$ cat config.mk
export PLATFORM = sky130hd
export DESIGN_NAME = iter_divider
export DESIGN_NICKNAME = d
export VERILOG_FILES = /design/src/rtl/iter_divider.sv
export SDC_FILE = /design/constraint.sdc
export NUM_CORES = 1
export LEC_CHECK = 0
export ABC_AREA = 0
export CAP_MARGIN = 20
export CORE_UTILIZATION = 52
export DETAILED_ROUTE_END_ITERATION = 8
export PLACE_DENSITY = 0.83
export SYNTH_ARGS = -nofsm -noshare
export SYNTH_HDL_FRONTEND = slang
export SYNTH_SLANG_ARGS = --single-unit
$ cat constraint.sdc
create_clock -name clock -period 3.1 [get_ports clock]
set_input_delay 0.775 -clock clock [delete_from_list [all_inputs] [get_ports clock]]
set_output_delay 0.775 -clock clock [all_outputs]
set_load 0.03 [all_outputs]
$ cat src/rtl/iter_divider.sv
// Restoring radix-2 signed divider: one quotient bit per cycle, WIDTH iterations, then a sign fix.
// Optional remainder output enabled by defining DIV_REMAINDER_OUT_EN.
module iter_divider #(
    parameter int unsigned WIDTH = 32
) (
    input  logic             clock,
    input  logic             reset,
    input  logic             start,
    input  logic [WIDTH-1:0] dividend,
    input  logic [WIDTH-1:0] divisor,
    output logic [WIDTH-1:0] quotient,
`ifdef DIV_REMAINDER_OUT_EN
    output logic [WIDTH-1:0] remainder,
`endif
    output logic             busy,
    output logic             result_ready,
    output logic             exception
);

    localparam int unsigned CW  = (WIDTH > 1) ? $clog2(WIDTH) : 1;
    localparam int unsigned W1  = WIDTH + 1;
    localparam logic [WIDTH-1:0] INT_MIN = {1'b1, {(WIDTH-1){1'b0}}};

    typedef enum logic [1:0] {
        IDLE = 2'd0,
        RUN  = 2'd1,
        FIX  = 2'd2,
        DONE = 2'd3
    } state_t;

    state_t state, state_next;

    logic [WIDTH-1:0] q_r;
    logic [WIDTH-1:0] rem_r;
    logic [WIDTH-1:0] dvs_r;
    logic [CW-1:0]    cnt;
    logic             neg_q;
    logic             ovf;
`ifdef DIV_REMAINDER_OUT_EN
    logic             neg_r;
`endif

    logic [WIDTH-1:0] dvd_abs_c;
    logic [WIDTH-1:0] dvs_abs_c;
    logic             div_zero_c;
    logic [WIDTH-1:0] shifted_c;
    logic [W1-1:0]    trial_c;
    logic             last_c;

    // Operand magnitudes; INT_MIN maps onto its own bit pattern as an unsigned value.
    always_comb begin
        dvd_abs_c  = dividend[WIDTH-1] ? (WIDTH'(0) - dividend) : dividend;
        dvs_abs_c  = divisor[WIDTH-1]  ? (WIDTH'(0) - divisor)  : divisor;
        div_zero_c = (divisor == '0);
    end

    // One restoring step: shift in the next dividend bit and trial-subtract the divisor.
    always_comb begin
        shifted_c = {rem_r[WIDTH-2:0], q_r[WIDTH-1]};
        trial_c   = W1'({1'b0, shifted_c}) + W1'({1'b1, ~dvs_r}) + W1'(1);
        last_c    = (cnt == CW'(WIDTH - 1));
    end

    always_ff @(posedge clock) begin
        if (reset) begin
            state <= IDLE;
        end else begin
            state <= state_next;
        end
    end

    // A start pulse always reloads, aborting whatever is in flight.
    always_comb begin
        state_next = state;
        if (start) begin
            state_next = div_zero_c ? DONE : RUN;
        end else begin
            case (state)
                IDLE:    state_next = IDLE;
                RUN:     state_next = last_c ? FIX : RUN;
                FIX:     state_next = DONE;
                DONE:    state_next = IDLE;
                default: state_next = IDLE;
            endcase
        end
    end

    always_ff @(posedge clock) begin
        if (reset) begin
            q_r          <= '0;
            rem_r        <= '0;
            dvs_r        <= '0;
            cnt          <= '0;
            neg_q        <= 1'b0;
            ovf          <= 1'b0;
            quotient     <= '0;
            busy         <= 1'b0;
            result_ready <= 1'b0;
            exception    <= 1'b0;
`ifdef DIV_REMAINDER_OUT_EN
            neg_r        <= 1'b0;
            remainder    <= '0;
`endif
        end else begin
            busy         <= (state_next != IDLE);
            result_ready <= (state == DONE);
            if (start) begin
                neg_q <= dividend[WIDTH-1] ^ divisor[WIDTH-1];
                ovf   <= (dividend == INT_MIN) && (divisor == '1);
                q_r   <= dvd_abs_c;
                dvs_r <= dvs_abs_c;
                rem_r <= '0;
                cnt   <= '0;
`ifdef DIV_REMAINDER_OUT_EN
                neg_r <= dividend[WIDTH-1];
`endif
                if (div_zero_c) begin
                    quotient  <= '0;
                    exception <= 1'b1;
`ifdef DIV_REMAINDER_OUT_EN
                    remainder <= '0;
`endif
                end
            end else if (state == RUN) begin
                rem_r <= trial_c[WIDTH] ? shifted_c : trial_c[WIDTH-1:0];
                q_r   <= {q_r[WIDTH-2:0], ~trial_c[WIDTH]};
                cnt   <= cnt + CW'(1);
            end else if (state == FIX) begin
                quotient  <= neg_q ? (WIDTH'(0) - q_r) : q_r;
                exception <= ovf;
`ifdef DIV_REMAINDER_OUT_EN
                remainder <= neg_r ? (WIDTH'(0) - rem_r) : rem_r;
`endif
            end
        end
    end

endmodule

After elaboration in Yosys (flattened, before gate mapping) --
Cells that the tools add are included.
Word-level totals: register bits 139, input port bits 67, output and inout bits 35, word-level logic and storage cells 55
Cells by class: add/sub/neg operators 6, equal/unequal tests 8, muxes and demuxes 18, bitwise gates (word level) 3, reductions and logical operators 9
Operators by type and width (number):
- $mux W32 | 9
- $sub A1 B32 Y32 const A | 3
- $eq A32 B32 Y1 const B | 2
- $add A32 B33 Y33 | 1
- $add A33 B1 Y33 const B | 1
- $logic_not A32 Y1 | 1
- $not A32 Y32 | 1
- $mux W31 | 1
- $mux W2 | 3
- $pmux W2 S3 | 1
- $reduce_bool A2 Y1 | 3
- $add A5 B1 Y5 const B | 1
- $eq A5 B5 Y1 const B | 1
- $eq A2 B2 Y1 const B | 2
- $mux W1 | 4
- $reduce_or A2 Y1 | 2
- $reduce_and A3 Y1 | 1
- $eq A2 B1 Y1 const B | 1
- $logic_not A2 Y1 | 1
- $ne A2 B1 Y1 const B | 1
- $ne A2 B2 Y1 const B | 1
- $logic_and A1 B1 Y1 | 1
- $not A1 Y1 | 1
- $xor A1 B1 Y1 | 1

Logic depth before layout (Yosys ltp) --
word-level depth 6, gate-level depth with buffers 14, gate-level depth less buffers 12

Worst setup path before layout --
OpenSTA, ideal clock, no wires.
kind input -> register, start point input dividend[18], end point register q_r[27], setup time 0.134 ns, data arrival time 2.852 ns, data required time 2.966 ns, slack 0.114 ns, stages 7, buffers on the path 0, cell sequence or4_4 -> or4_1 -> or2_2 -> or3_4 -> o41ai_2 -> xor2_1 -> o22ai_1
On the way: longest elaborated chain between the ends 3
Ends and longest elaborated chain:
- from (decl) | line 9 | input logic [WIDTH-1:0] dividend,
- $sub A1 B32 Y32 | line 52 | dvd_abs_c = dividend[WIDTH-1] ? (WIDTH'(0) - dividend) : dividend;
- $mux W32 | line 52
- $mux W32 | line 107 | if (start) begin
- to (signal assigned) | line 110 | q_r <= dvd_abs_c;
- to (signal assigned) | line 126 | q_r <= {q_r[WIDTH-2:0], ~trial_c[WIDTH]};
- to (decl) | line 33 | logic [WIDTH-1:0] q_r;
No other way between the ends. A chain may end at the register's enable or synchronous reset.

Worst setup path in the final report --
start point input divisor[5], end point register dvs_r[26]
On the way: longest elaborated chain between the ends 2
Ends and longest elaborated chain:
- from (decl) | line 10 | input logic [WIDTH-1:0] divisor,
- $sub A1 B32 Y32 | line 53 | dvs_abs_c = divisor[WIDTH-1] ? (WIDTH'(0) - divisor) : divisor;
- $mux W32 | line 53
- to (signal assigned) | line 111 | dvs_r <= dvs_abs_c;
- to (decl) | line 35 | logic [WIDTH-1:0] dvs_r;
No other way between the ends.

==> run_results.csv <==
group,metric,value,unit
final_layout,drive_above_1_share,0.127,
logic_synthesis,yosysWarnings,0,
timing,timing.fmax,329,MHz
die,die_x,132,um
final_layout,layout_commonest_cell,"nand2_1",
placement,dp_hpwl,18600,um
timing,finalClockSkew,0.00687,ns
clock_tree,cts_buffers,17,
setup_path,path_class,"in2reg",
logic_synthesis,syn_nets,1250,
clock_tree,insertion_delay,0.43,ns
routing,drc,0,
routing,routed_via_density,6.04,
logic_synthesis,yosys-top-cells-area,"dfxtp_1 (32%), xor2_1 (7.1%), nand2_1 (7.1%)",
outcome,status,"finished, final reports clean",
logic_synthesis,ys_seq_area_frac,0.317,
clock_tree,cts_tree,"done",
min_path,holdPathStages,2,
setup_path,critical_path.cell_chain,"clkdlybuf4s50_1, nor4_1, nand2_1, and2b_2, nand3_4, buf_6, o31ai_4, xor2_1, o22ai_1",
final_layout,final_cells,1523,
power,ir_worst_vdd,0.467,mV
logic_synthesis,syn_inst,1144,
placement,dp_cells,1484,
final_layout,mostFrequentLayoutCells,"nand2_1 (165), dfxtp_1 (139), a21oi_1 (97), o21ai_0 (92), buf_4 (90)",
setup_path,cp_max_fo,4,
final_layout,layout.nets,1395,
timing,hold-worst-slack,0.455,ns
final_layout,synthToLayoutAreaGrowth,29.2,%
global_route,grt_usage,0.308,
die,initial_core_util,0.531,
global_route,grt_pass1_vias,8934,
clock_tree,htree_levels,4,
timing,tightestPinTransition,1.08,ns
clock_tree,clockBufferDepth,2,
setup_path,cp.depth,9,
setup_path,worstPathBufferInverterCount,2,
timing,hold_violations,0,
routing,wl_per_cell,17.5,um
routing,drt_iter0_markers,962,
die,die_h,132,um
routing,wl,26600,um
setup_path,worstRegToRegCells,14,
power,leakage,0.00444,uW
setup_path,arrival,3.34,ns
flow_run,maxCapViolCount,0,
setup_path,crit_required,3.40,ns
logic_synthesis,ys_ff_latch,139,
logic_synthesis,synth_edf_count,0,
global_route,grt_max_degree,51,
die,core-area,16500,um^2
min_path,min_path_type,"reg2reg",
clock_tree,clkSlewWorstSetupHoldPaths,0.06,ns
setup_path,cp_top_family,"simple AND/OR/NAND/NOR gates",
global_route,grt_first_pass_wirelength,43100,um
die,die_area,17400,um^2
logic_synthesis,ys_types,59,
logic_synthesis,syn_avg_cell_area,7.67,um^2
routing,drtAntennaViolNets,0,
power,power_density,485,nW/um^2
global_route,antenna_found_initial,1,
setup_path,endpoint_kind,"flip-flop",
die,fp-row-count,47,
logic_synthesis,synth_largest_area_cell,"dfxtp_1",
timing,fin_tns_setup,0,ns
timing,drv_slew,0,
routing,num_vias,9198,
placement,numPortBuffers,101,
die,pin_count,102,
clock_tree,cts_hold_repair.buffers,0,
final_layout,nFillCells,1270,
logic_synthesis,synthArstFlopShare,0,
clock_tree,cts-root-buf,"clkbuf_16",
global_route,overflow,0,
setup_path,max_stage_delay,0.55,ns
timing,setup_viol,0,
logic_synthesis,syn_area,8780,um^2
timing,min_period_over_period,0.979,
clock_tree,cts_sinks,139,
timing,slew-limit-headroom,0.276,
logic_synthesis,ys.flop_type,"dfxtp_1",
timing,fin_crit,3.04,ns
routing,dr.pass1.iters,5,
setup_path,critPathSlowestCell,"nor4_1",
placement,gp_congestion,0.957,
setup_path,setup.worst_path.start_class,"input port",
logic_synthesis,netlist.area_leader.share,0.317,
synth_stat cells (all sizes together) (2+ instances only):
cell     number
or3          15
a221o         2
nand2       165
inv          50
a21oi        97
o21a          5
and2          4
o211ai        8
o22ai        25
o21bai        2
a2111oi       2
clkbuf       53
o21ai        96
o22a          2
nor2         86
nand2b       10
or2           4
nand3b        2
dfxtp       139
nand4        15
xnor2        43
xor2         71
or4          13
a21o          8
a311oi       11
and3          4
buf          16
a211oi       19
o41ai        15
a32oi         8
nor4         14
nor3         12
o31ai        29
nand3        15
nor2b        10
mux2i        13
ha           38
a31oi        12
logic make-up (layout without fill, tap and decap cells):
logic type,after synthesis,after routing,share of synthesized area
and+or+nand+nor,371,371,0.199
AOI/OAI and AO/OA,349,349,0.248
DFF,139,139,0.317
buffers and inverters,119,277,0.0514
xor gates and xnor gates,114,114,0.114
adders and majority gates,39,39,0.0564
muxes,13,13,0.0148
other,0,1,0
path summary, 6_finish.rpt:
| path | start | end | slack, ns |
|---|---|---|---|
| setup / recovery | divisor[5] | dvs_r[26]$_SDFFE_PP0P_ | 0.06 |
| hold / removal | quotient[6]$_SDFFE_PP0P_ | quotient[6]$_SDFFE_PP0P_ | 0.46 |
| setup reg to reg | q_r[31]$_SDFFE_PP0P_ | rem_r[29]$_SDFFE_PP0P_ | 0.10 |
| hold reg to reg | quotient[6]$_SDFFE_PP0P_ | quotient[6]$_SDFFE_PP0P_ | 0.46 |
sequential cells by signal, summed over array words and instances (netlist names):
| signal | count |
|---|---|
| quotient | 32 |
| busy | 1 |
| dvs_r | 32 |
| cnt | 5 |
| ovf | 1 |
| rem_r | 31 |
| q_r | 32 |
| exception | 1 |
| neg_q | 1 |
| state | 2 |
| result_ready | 1 |
layer usage:
| layer | up-vias | part of all wire | GRT usage |
|---|---|---|---|
| met1 | 4278 | 0.41 | 0.382 |
| met4 | 0 | 0.044 | 0.165 |
| met3 | 111 | 0.078 | 0.0673 |
| li1 | 4379 | - | - |
| met5 | - | 0 | 0 |
| met2 | 430 | 0.46 | 0.498 |
stage by stage:
stage               area [um^2]  setup slack [ns]  utilization  total power, uW
detailed placement        10500            -0.537        0.635             3290
floorplan                  8780             0.114            -             2840
CTS                       11100            0.0308        0.675             5430
finish                    11300            0.0647        0.686             5500
global placement          10500            -0.442        0.635             3270
global route              11300            -0.168        0.686             5720
layout make-up:
cell class	count	area [um^2]	area share
well taps	220	275	0.0243
clock inverters	13	165	0.0146
diodes	1	2.50	0.000221
flip-flops and latches	139	2780	0.245
multi-input cells	886	5710	0.503
clock buffers	19	453	0.0399
repair buffers	195	1770	0.156
inverters	50	188	0.0165
timing repair:
item,CTS,global route
cloned,0,0
pin swaps,4,16
resized for setup,8,33
hold endpoints to repair,0,0
endpoints found under the setup margin,40,38
setup buffers,0,6
worst register-to-register path, cell delays in order (launching register included):
cell	delay [ns]
dfxtp_1	0.32
inv_1	0.14
ha_1	0.20
fa_1	0.22
nor2b_1	0.08
buf_4	0.13
o31a_1	0.25
o211ai_1	0.32
a31oi_1	0.20
o21ai_1	0.20
nand2b_1	0.17
buf_4	0.19
or3_1	0.34
o211ai_1	0.10
nor2_1	0.05
report_power, final:
part | internal (uW) | total, uW | switching [uW]
clock | 1310 | 2160 | 851
combinational | 592 | 1370 | 782
sequential | 1870 | 1960 | 90.3
Note: power is estimated with default switching activity, not from simulation.
